[config.mk]
export PLATFORM = sky130hd
export DESIGN_NAME = pipe_ctrl
export DESIGN_NICKNAME = d
export VERILOG_FILES = /design/src/rtl/pipe_ctrl.sv
export SDC_FILE = /design/constraint.sdc
export NUM_CORES = 1
export LEC_CHECK = 0
export CORE_ASPECT_RATIO = 0.7
export CORE_UTILIZATION = 25
export DETAILED_ROUTE_END_ITERATION = 10
export PLACE_DENSITY = 0.57
export SYNTH_ARGS = -nofsm -noshare
export SYNTH_HDL_FRONTEND = slang
export SYNTH_SLANG_ARGS = --single-unit
[constraint.sdc]
create_clock -name clk -period 6.53 [get_ports clk]
set_clock_uncertainty 0.15 [all_clocks]
set_input_delay 0.653 -clock clk [delete_from_list [all_inputs] [get_ports clk]]
set_output_delay 0.653 -clock clk [all_outputs]
set_load 0.005 [all_outputs]
[src/rtl/pipe_ctrl.sv]
// rtl/pipe_ctrl.sv - pipeline run/step/halt sequencer with hazard control and perf counters
module pipe_ctrl #(
  parameter int CNT_W = 32
) (
  input  logic             clk,
  input  logic             i_reset,
  input  logic             i_start,
  input  logic             i_resume,
  input  logic             i_mode_step,
  input  logic             i_step_pulse,
  input  logic             i_halt_wb,
  input  logic             i_mem_busy,
  input  logic [4:0]       i_id_rs,
  input  logic [4:0]       i_id_rt,
  input  logic [4:0]       i_ex_rt,
  input  logic             i_id_uses_rt,
  input  logic             i_ex_memRead,
  input  logic             i_branch_taken,
  output logic             o_step,
  output logic             o_stall,
  output logic             o_flush,
  output logic             o_halted,
  output logic [1:0]       o_state,
  output logic [CNT_W-1:0] o_cycle_count,
  output logic [CNT_W-1:0] o_stall_count
);

  typedef enum logic [1:0] {
    IDLE = 2'd0,
    RUN  = 2'd1,
    STEP = 2'd2,
    HALT = 2'd3
  } state_t;

  state_t           state_q, state_d;
  logic             edge_q, edge_d;
  logic             pend_q, pend_d;
  logic             halted_q, halted_d;
  logic [CNT_W-1:0] cycle_cnt_q, cycle_cnt_d;
  logic [CNT_W-1:0] stall_cnt_q, stall_cnt_d;

  logic step_edge;
  logic adv;
  logic ld_use;
  logic stall;
  logic flush;

  always_comb begin
    step_edge = i_step_pulse & ~edge_q;
    adv       = ((state_q == RUN)  & ~i_mem_busy) |
                ((state_q == STEP) & ~i_mem_busy & (step_edge | pend_q));
    ld_use    = i_ex_memRead & (i_ex_rt != 5'd0) &
                ((i_ex_rt == i_id_rs) | (i_id_uses_rt & (i_ex_rt == i_id_rt)));
    // A taken branch makes the ID instruction wrong-path, so its hazard is moot.
    flush     = adv & i_branch_taken;
    stall     = adv & ld_use & ~i_branch_taken;
  end

  always_comb begin
    state_d     = state_q;
    edge_d      = i_step_pulse;
    pend_d      = pend_q;
    cycle_cnt_d = cycle_cnt_q;
    stall_cnt_d = stall_cnt_q;

    unique case (state_q)
      IDLE: begin
        if (i_start) state_d = i_mode_step ? STEP : RUN;
      end
      RUN: begin
        if (adv && i_halt_wb) state_d = HALT;
        else if (i_mode_step) state_d = STEP;
      end
      STEP: begin
        if (adv) pend_d = 1'b0;
        else if (i_mem_busy && step_edge) pend_d = 1'b1;
        if (adv && i_halt_wb) state_d = HALT;
        else if (!i_mode_step && !pend_q) state_d = RUN;
      end
      HALT: begin
        if (i_resume) state_d = IDLE;
      end
      default: state_d = IDLE;
    endcase

    if (adv && !(&cycle_cnt_q)) cycle_cnt_d = cycle_cnt_q + CNT_W'(1);
    if (stall && !(&stall_cnt_q)) stall_cnt_d = stall_cnt_q + CNT_W'(1);
    if (state_q == HALT && i_resume) begin
      cycle_cnt_d = '0;
      stall_cnt_d = '0;
    end

    halted_d = (state_d == HALT);
  end

  always_ff @(posedge clk) begin
    if (i_reset) begin
      state_q     <= IDLE;
      edge_q      <= 1'b0;
      pend_q      <= 1'b0;
      halted_q    <= 1'b0;
      cycle_cnt_q <= '0;
      stall_cnt_q <= '0;
    end else begin
      state_q     <= state_d;
      edge_q      <= edge_d;
      pend_q      <= pend_d;
      halted_q    <= halted_d;
      cycle_cnt_q <= cycle_cnt_d;
      stall_cnt_q <= stall_cnt_d;
    end
  end

  assign o_step        = ~adv;
  assign o_stall       = stall;
  assign o_flush       = flush;
  assign o_halted      = halted_q;
  assign o_state       = state_q;
  assign o_cycle_count = cycle_cnt_q;
  assign o_stall_count = stall_cnt_q;

endmodule

==> impl_metrics.json, run 1 <==
{
  "run_status": "finished, final reports clean",
  "yosys_warnings": 0,
  "period_needed_ps": 3513,
  "fin_crit_sh_pct": 53.80,
  "vias_per_cell": 4.985,
  "rsz0062_at_grt": "no",
  "yosysUniqueCellTypes": 53,
  "post_cts_resized": 0,
  "synth-seq-cells": 69,
  "ys.flop_type": "dfxtp_1",
  "drt_iter0_markers": 167,
  "dpl.hpwl_mm": 7.325,
  "cp_max_fo": 6,
  "cap_violations": 0,
  "core_sq_mm": 0.01405,
  "vdd_drop_max_v": 0.00009306,
  "grt_pass1_vias": 3246,
  "hold_violations": 0,
  "die_w_um": 145.9,
  "worstRegToRegCells": 6,
  "synth-seq-area-share_pct": 38.11,
  "synthesis.area_sq_mm": 0.003625,
  "antenna_found_initial": 0,
  "cts_buffer_depth": 2,
  "gr-total-overflow": 0,
  "layout-drive-gt1-share_pct": 6.274,
  "synth_top_area_cell": "dfxtp_1",
  "hold_buffers": 0,
  "power_leakage_nw": 1.499,
  "syn_inst": 432,
  "crit_path_end_kind": "primary output",
  "clk_latency_ps": 330,
  "clkTransAtPathRegs_ps": 60,
  "synth_edf_count": 0,
  "numPlacedInstances": 700,
  "rows": 36,
  "post-place-ws_ps": 2982,
  "ioPinCount": 96,
  "synth_top_area_share_pct": 38.11,
  "area_growth_pct": 39.42,
  "ys_top_cells_by_area": "dfxtp_1 (38%), xnor2_1 (8.2%), a21oi_1 (4.1%)",
  "cp_data_arrival_time_ps": 2710,
  "postCtsSetupBuffers": 0,
  "start_kind": "primary input",
  "synthArstFlopShare_pct": 0,
  "final-seq-area_sq_mm": 0.001381,
  "tightest_slew_ps": 1059,
  "cts_buffers": 9,
  "maxSlewHeadroom_pct": 29.38,
  "first_pass_iters": 5,
  "numClockSinks": 69,
  "yosys.cell_count.top_type": "dfxtp_1",
  "drt-total-wl_mm": 10.25,
  "die_h_um": 102.7,
  "p_per_area_mw_per_mm2": 204.6,
  "cts_tree": "yes",
  "gp_congestion": 0.7550,
  "holdPathStages": 2,
  "post_synth.cell_area_avg_sq_um": 8.391,
  "multiInputGateArea_sq_mm": 0.002103,
  "grt_max_degree": 60,
  "setup_viol": 0,
  "cts_root_buf": "clkbuf_16",
  "die_area_sq_mm": 0.01499,
  "worstHoldPathType": "reg2reg",
  "synthTopCellsByCount": "dfxtp_1 (69), nand2_1 (34), xnor2_1 (34)",
  "drc": 0,
  "fillers": 1491,
  "start_util_pct": 25.79,
  "max_freq_mhz": 284.7,
  "ant_nets": 0,
  "place_area_sq_mm": 0.004726,
  "fin_area_sq_mm": 0.005054,
  "synth_fp_nets": 460,
  "vias": 3569,
  "tns_ps": 0,
  "grt_pass1_wl_mm": 16.47,
  "instances_no_fill": 716,
  "fin_nets": 549,
  "crit_required_ps": 5730,
  "portBuffers": 95,
  "worstSetupPathType": "in2out",
  "antenna_cells": 0,
  "final_core_util_pct": 35.96,
  "grt_usage_pct": 13.87,
  "setup_ws_ps": 3017,
  "avgRoutedWirePerCell_um": 14.32,
  "h-tree-depth": 3,
  "drv_slew": 0
}
==> layer usage <==
metal / GRT usage, % / part of all wire [%]
met2: 21.09 / 43
met1: 18.34 / 50
met5: 0 / 0
met4: 4.291 / 0.68
met3: 5.044 / 6.3
==> area by class of cell <==
cell class              instances  area share, %
flip-flops and latches         69          27.33
well taps                     190          4.704
inverters                      12         0.8913
repair buffers                 96          18.97
multi-input cells             333          41.62
clock buffers                  13          5.150
clock inverters                 3          1.337
==> cells in the final DEF (no fill, tap or decap), types with 12 or more instances in the layout <==
cell type,instances
a21oi_1,30
dfxtp_1,69
o21ai_0,27
or3_1,23
inv_1,12
clkdlybuf4s50_1,95
nand3_1,24
nor3_1,15
nor2_1,33
nand2_1,34
nand4_1,17
xnor2_1,34
==> cell families after synthesis <==
kind of cell	Yosys count	share of synthesized area [%]
simple gates	207	33.07
compound gates	87	15.26
flops	69	38.11
xor+xnor	36	8.699
buf+inv	30	3.901
fa+ha+maj	2	0.6903
mux	1	0.2762
==> worst paths after layout <==
check / slack (ps) / from / to
worst min register to register: 360 / o_stall_count[25]$_SDFFE_PP0P_ / o_stall_count[25]$_SDFFE_PP0P_
worst max-delay path: 3020 / i_step_pulse / o_stall
worst max register to register: 3700 / o_state[0]$_SDFF_PP0_ / o_stall_count[23]$_SDFFE_PP0P_
worst min-delay path: 360 / o_stall_count[25]$_SDFFE_PP0P_ / o_stall_count[25]$_SDFFE_PP0P_
==> power by group <==
| group | internal [W] | switching, W | total [W] |
|---|---|---|---|
| Combinational | 0.0000355 | 0.0000319 | 0.0000674 |
| Clock | 0.000356 | 0.000181 | 0.000536 |
| Sequential | 0.000425 | 0.00000517 | 0.000430 |
| Total | 0.000816 | 0.000218 | 0.00103 |
==> critical path, cell delays in order <==
cell and delay, ps:
clkdlybuf4s50_1 470, nor2b_1 220, o2111a_2 380, and4bb_2 340, and2_1 150, clkdlybuf4s50_1 490
==> through the flow <==
step                      power [W]  hold WS [ps]
after floorplan           0.0004716         332.9
after global placement    0.0005053         335.4
after detailed placement  0.0005071         357.2
after CTS                  0.001051         365.0
after global routing       0.001078         392.9
final                      0.001034         356.6
==> registers in the layout, indices dropped and copies added (netlist names) <==
| name | flops |
|---|---|
| edge_q | 1 |
| o_cycle_count | 32 |
| o_halted | 1 |
| o_stall_count | 32 |
| o_state | 2 |
| pend_q | 1 |
No activity file was read; power rests on OpenSTA's default activity.
==> run 2: changes to the inputs <==
==> constraint.sdc (replaced) <==
create_clock -name clk -period 3.43 [get_ports clk]
set_clock_uncertainty 0.15 [all_clocks]
set_input_delay 0.343 -clock clk [delete_from_list [all_inputs] [get_ports clk]]
set_output_delay 0.343 -clock clk [all_outputs]
set_load 0.005 [all_outputs]
==> impl_metrics.json, run 2 (synthesized netlist as in run 1, its figures left out) <==
{
  "dpl.hpwl_mm": 7.807,
  "p_seq_share_pct": 43.1,
  "grt_max_degree": 32,
  "postCtsSetupBuffers": 0,
  "worstSetupPathType": "in2out",
  "layout_commonest_cell": "clkdlybuf4s50_1",
  "cp_max_fo": 6,
  "setup_ws_ps": 575.3,
  "final_core_util_pct": 36.28,
  "p_sw_w": 0.0004064,
  "post_cts_resized": 0,
  "hold_violations": 0,
  "tightest_slew_ps": 665.8,
  "layout_common_cells": "clkdlybuf4s50_1 (95), dfxtp_1 (69), nand2_1 (34), xnor2_1 (34), nor2_1 (33)",
  "area_growth_pct": 40.66,
  "grt_pass1_wl_mm": 17.08,
  "setup_viol": 0,
  "max_freq_mhz": 350.3,
  "first_pass_iters": 5,
  "cp_slowest_stage_delay_ps": 500,
  "place_area_sq_mm": 0.004798,
  "grt_pass1_vias": 3254,
  "start_kind": "primary input",
  "cts_tree": "yes",
  "ant_nets": 0,
  "pwr-share-clk_pct": 49.8,
  "vias": 3612,
  "path_cells": "clkdlybuf4s50_1, nor2b_1, o2111a_2, and4bb_2, and2_1, clkdlybuf4s50_1",
  "cts_buffer_depth": 2,
  "rows": 36,
  "drv_slew": 0,
  "tns_ps": 0,
  "run_status": "finished, final reports clean",
  "grt_usage_pct": 14.48,
  "maxSlewHeadroom_pct": 55.49,
  "clkTransAtPathRegs_ps": 60,
  "vdd_drop_max_v": 0.0001654,
  "drt-total-wl_mm": 10.70,
  "post-place-ws_ps": 299.8,
  "portBuffers": 95,
  "p_per_area_mw_per_mm2": 372.9,
  "drt_iter0_markers": 239,
  "avgRoutedWirePerCell_um": 14.82,
  "ioPinCount": 96,
  "fin_area_sq_mm": 0.005099,
  "clk_latency_ps": 330,
  "fillers": 1436,
  "path_buf_inv": 2,
  "worstHoldPathType": "reg2reg",
  "cap_violations": 0,
  "cts_buffers": 9,
  "crit_top_cell": "clkdlybuf4s50_1",
  "cts_root_buf": "clkbuf_16",
  "drc": 0,
  "gr-total-overflow": 0,
  "antenna_cells": 0,
  "core_sq_mm": 0.01405,
  "combinationalPowerShare_pct": 7.2,
  "crit_path_end_kind": "primary output",
  "p_sw_share_pct": 21.37,
  "intPower_w": 0.001495,
  "rsz0062_at_grt": "no",
  "h-tree-depth": 3,
  "die_area_sq_mm": 0.01499,
  "gp_congestion": 0.7839,
  "numClockSinks": 69,
  "multiInputGateArea_sq_mm": 0.002103,
  "hold_buffers": 0,
  "die_w_um": 145.9,
  "timing.hold.ws_ps": 352.1,
  "final-seq-area_sq_mm": 0.001381,
  "period_needed_ps": 2855,
  "fin_nets": 557,
  "cp_top_family": "buffers and inverters",
  "crit_required_ps": 2940,
  "antenna_found_initial": 0,
  "start_util_pct": 25.79,
  "vias_per_cell": 5.003,
  "fin_crit_sh_pct": 83.23,
  "power_leakage_nw": 1.531,
  "cp_data_arrival_time_ps": 2360,
  "critPathSlowestCell": "clkdlybuf4s50_1",
  "die_h_um": 102.7,
  "layout-drive-gt1-share_pct": 7.519
}
-- run 2: power groups by stage --
| stage | Sequential, W | Combinational, W | Clock, W |
|---|---|---|---|
| floorplan | 0.000834 | 0.0000636 | 0 |
| global placement | 0.000835 | 0.000133 | 0 |
| detailed placement | 0.000836 | 0.000136 | 0 |
| CTS | 0.000818 | 0.000137 | 0.000969 |
| global route | 0.000819 | 0.000147 | 0.00101 |
| finish | 0.000819 | 0.000136 | 0.000946 |
-- run 2: worst reg2reg max path, stage by stage (launching register included) --
cell,delay (ps)
dfxtp_1,470
or2_2,220
o2111a_2,270
and4bb_2,300
nand3_1,490
or3_1,540
a21oi_1,170
-- run 2: worst paths after layout --
kind / start / end / slack, ps / cells past startpoint
hold reg to reg: o_stall_count[25]$_SDFFE_PP0P_ / o_stall_count[25]$_SDFFE_PP0P_ / 350 / 2
setup reg to reg: o_state[0]$_SDFF_PP0_ / o_stall_count[3]$_SDFFE_PP0P_ / 750 / 6
setup / recovery: i_step_pulse / o_stall / 580 / 6
hold / removal: o_stall_count[25]$_SDFFE_PP0P_ / o_stall_count[25]$_SDFFE_PP0P_ / 350 / 2
-- run 2: stage by stage --
step | power, W | instances
after global placement | 0.0009685 | 708
after global routing | 0.001981 | 722
after floorplan | 0.0008979 | 432
final | 0.001901 | 722
after detailed placement | 0.0009719 | 708
after CTS | 0.001924 | 722
-- run 2: routing by layer --
metal / up-vias / track usage [%] / wire [um]
met5: - / 0 / 0
met3: 7 / 4.779 / 631
met4: 0 / 4.211 / 68
li1: 1785 / - / -
met1: 1706 / 20.52 / 5573
met2: 114 / 20.65 / 4427
-- run 2: final cells by class --
type | count | area share [%]
clock inverters | 1 | 0.5890
clock buffers | 13 | 5.301
multi-input cells | 333 | 41.25
inverters | 12 | 0.8834
well taps | 190 | 4.663
flip-flops and latches | 69 | 27.09
repair buffers | 104 | 20.22
==> run 3: changes to the inputs <==
--- a/config.mk
+++ b/config.mk
@@ -8,7 +8,7 @@
 export CORE_ASPECT_RATIO = 0.7
 export CORE_UTILIZATION = 25
 export DETAILED_ROUTE_END_ITERATION = 10
-export PLACE_DENSITY = 0.57
+export PLACE_DENSITY = 0.58
 export SYNTH_ARGS = -nofsm -noshare
 export SYNTH_HDL_FRONTEND = slang
 export SYNTH_SLANG_ARGS = --single-unit
==> constraint.sdc (replaced) <==
create_clock -name clk -period 2.3 [get_ports clk]
set_clock_uncertainty 0.15 [all_clocks]
set_input_delay 0.23 -clock clk [delete_from_list [all_inputs] [get_ports clk]]
set_output_delay 0.23 -clock clk [all_outputs]
set_load 0.005 [all_outputs]
==> impl_metrics.json, run 3 (synthesized netlist as in run 1, its figures left out) <==
{
  "fin_nets": 622,
  "vdd_drop_max_v": 0.0003430,
  "cp_slowest_stage_delay_ps": 330,
  "clkTransAtPathRegs_ps": 60,
  "area_growth_pct": 57.37,
  "cts_root_buf": "clkbuf_16",
  "worstSetupPathType": "reg2out",
  "worstHoldPathType": "in2reg",
  "intPower_w": 0.002198,
  "hold_violations": 0,
  "crit_path_end_kind": "primary output",
  "layout_common_cells": "clkdlybuf4s50_1 (87), buf_4 (69), dfxtp_1 (66)",
  "reg2reg_slack_ps": 90,
  "clk_latency_ps": 330,
  "grt_pass1_vias": 3623,
  "p_sw_share_pct": 22.29,
  "vias": 3870,
  "hold_buffers": 0,
  "die_w_um": 145.9,
  "drc": 0,
  "max_freq_mhz": 451.5,
  "numClockSinks": 69,
  "start_kind": "flop",
  "drt_iter0_markers": 184,
  "portBuffers": 95,
  "combinationalPowerShare_pct": 8.3,
  "rows": 36,
  "p_sw_w": 0.0006303,
  "first_pass_iters": 5,
  "grt_pass1_wl_mm": 18.25,
  "die_h_um": 102.7,
  "cts_buffer_depth": 2,
  "antenna_cells": 0,
  "dpl.hpwl_mm": 8.303,
  "die_area_sq_mm": 0.01499,
  "pwr-share-clk_pct": 48.7,
  "cp_data_arrival_time_ps": 1830,
  "tns_ps": 0,
  "vias_per_cell": 4.905,
  "numPlacedInstances": 763,
  "instances_no_fill": 789,
  "ant_nets": 0,
  "maxSlewHeadroom_pct": 68.62,
  "drt-total-wl_mm": 11.33,
  "antenna_found_initial": 0,
  "gp_congestion": 0.7751,
  "layout_commonest_cell": "clkdlybuf4s50_1",
  "gr-total-overflow": 0,
  "critPathSlowestCell": "dfxtp_2",
  "cts_buffers": 9,
  "cap_violations": 0,
  "setup_viol": 0,
  "period_needed_ps": 2215,
  "core_sq_mm": 0.01405,
  "fillers": 1422,
  "cp_max_fo": 5,
  "layout-drive-gt1-share_pct": 20.53,
  "tightest_slew_ps": 470.5,
  "p_seq_share_pct": 43.0,
  "path_cells": "or2_4, o2111a_2, and4bb_2, and2_1, clkdlybuf4s15_1",
  "cts_tree": "yes",
  "h-tree-depth": 3,
  "crit_required_ps": 1920,
  "fin_crit_sh_pct": 96.29,
  "power_leakage_nw": 1.932,
  "grt_max_degree": 34,
  "grt_usage_pct": 15.18,
  "ioPinCount": 96,
  "run_status": "finished, final reports clean",
  "avgRoutedWirePerCell_um": 14.36,
  "p_per_area_mw_per_mm2": 495.9,
  "drv_slew": 0,
  "start_util_pct": 25.79,
  "rsz0062_at_grt": "yes"
}
run 3: worst paths after layout:
path,startpoint,to,depth (start not counted)
worst max-delay path,o_state[0]$_SDFF_PP0_,o_stall,5
worst min-delay path,i_step_pulse,edge_q$_SDFF_PP0_,2
worst max register to register,o_cycle_count[9]$_SDFFE_PP0P_,o_cycle_count[21]$_SDFFE_PP0P_,7
worst min register to register,o_stall_count[24]$_SDFFE_PP0P_,o_stall_count[24]$_SDFFE_PP0P_,2
run 3: routing by layer:
| metal | track usage [%] | vias up | wire length, um |
|---|---|---|---|
| li1 | - | 1920 | - |
| met1 | 21.78 | 1834 | 5745 |
| met2 | 22.27 | 106 | 4830 |
| met3 | 4.159 | 10 | 637 |
| met4 | 3.806 | 0 | 115 |
| met5 | 0 | - | 0 |
run 3: cell type report:
class | instances | area [sq um] | share of cell area [%]
clock buffer | 12 | 246.5 | 4.321
clock inverter | 4 | 47.55 | 0.8335
inverter | 12 | 45.04 | 0.7896
multi-input combinational | 333 | 2201 | 38.58
sequential | 69 | 1385 | 24.28
tap | 190 | 237.7 | 4.168
timing repair buffer | 169 | 1541 | 27.02
run 3: what timing repair did:
action,in CTS,in global routing
buffers inserted,6,5
gates resized for setup,20,19
cloned,1,0
setup endpoints to repair,18,24
pin swaps,4,8
run 3: power by group through the flow:
stage          Sequential [W]  Combinational [W]  Clock, W
5_1_grt               0.00122           0.000257   0.00147
2_1_floorplan         0.00124          0.0000948         0
6_report              0.00122           0.000234   0.00138
3_5_place_dp          0.00124           0.000223         0
3_3_place_gp          0.00124           0.000220         0
4_1_cts               0.00121           0.000227   0.00142
run 3: worst max-delay path: cells and delay by family (launching register included):
kind / cells / cell delay (ps)
flops: 1 / 330
compound gates: 1 / 300
simple gates: 3 / 680
buf+inv: 1 / 210
run 3: per-stage QoR:
step	hold slack (ps)	utilization (%)	area (sq um)	total power, W	worst slack [ps]
after floorplan	149.4	-	3625	0.001339	108.9
after global placement	347.8	37.08	5211	0.001457	-362.1
after detailed placement	363.8	37.08	5211	0.001462	-395.6
after CTS	122.2	39.81	5594	0.002857	-12.76
after global routing	177.4	40.59	5704	0.002946	-9.548
final	128.2	40.59	5704	0.002828	85.27
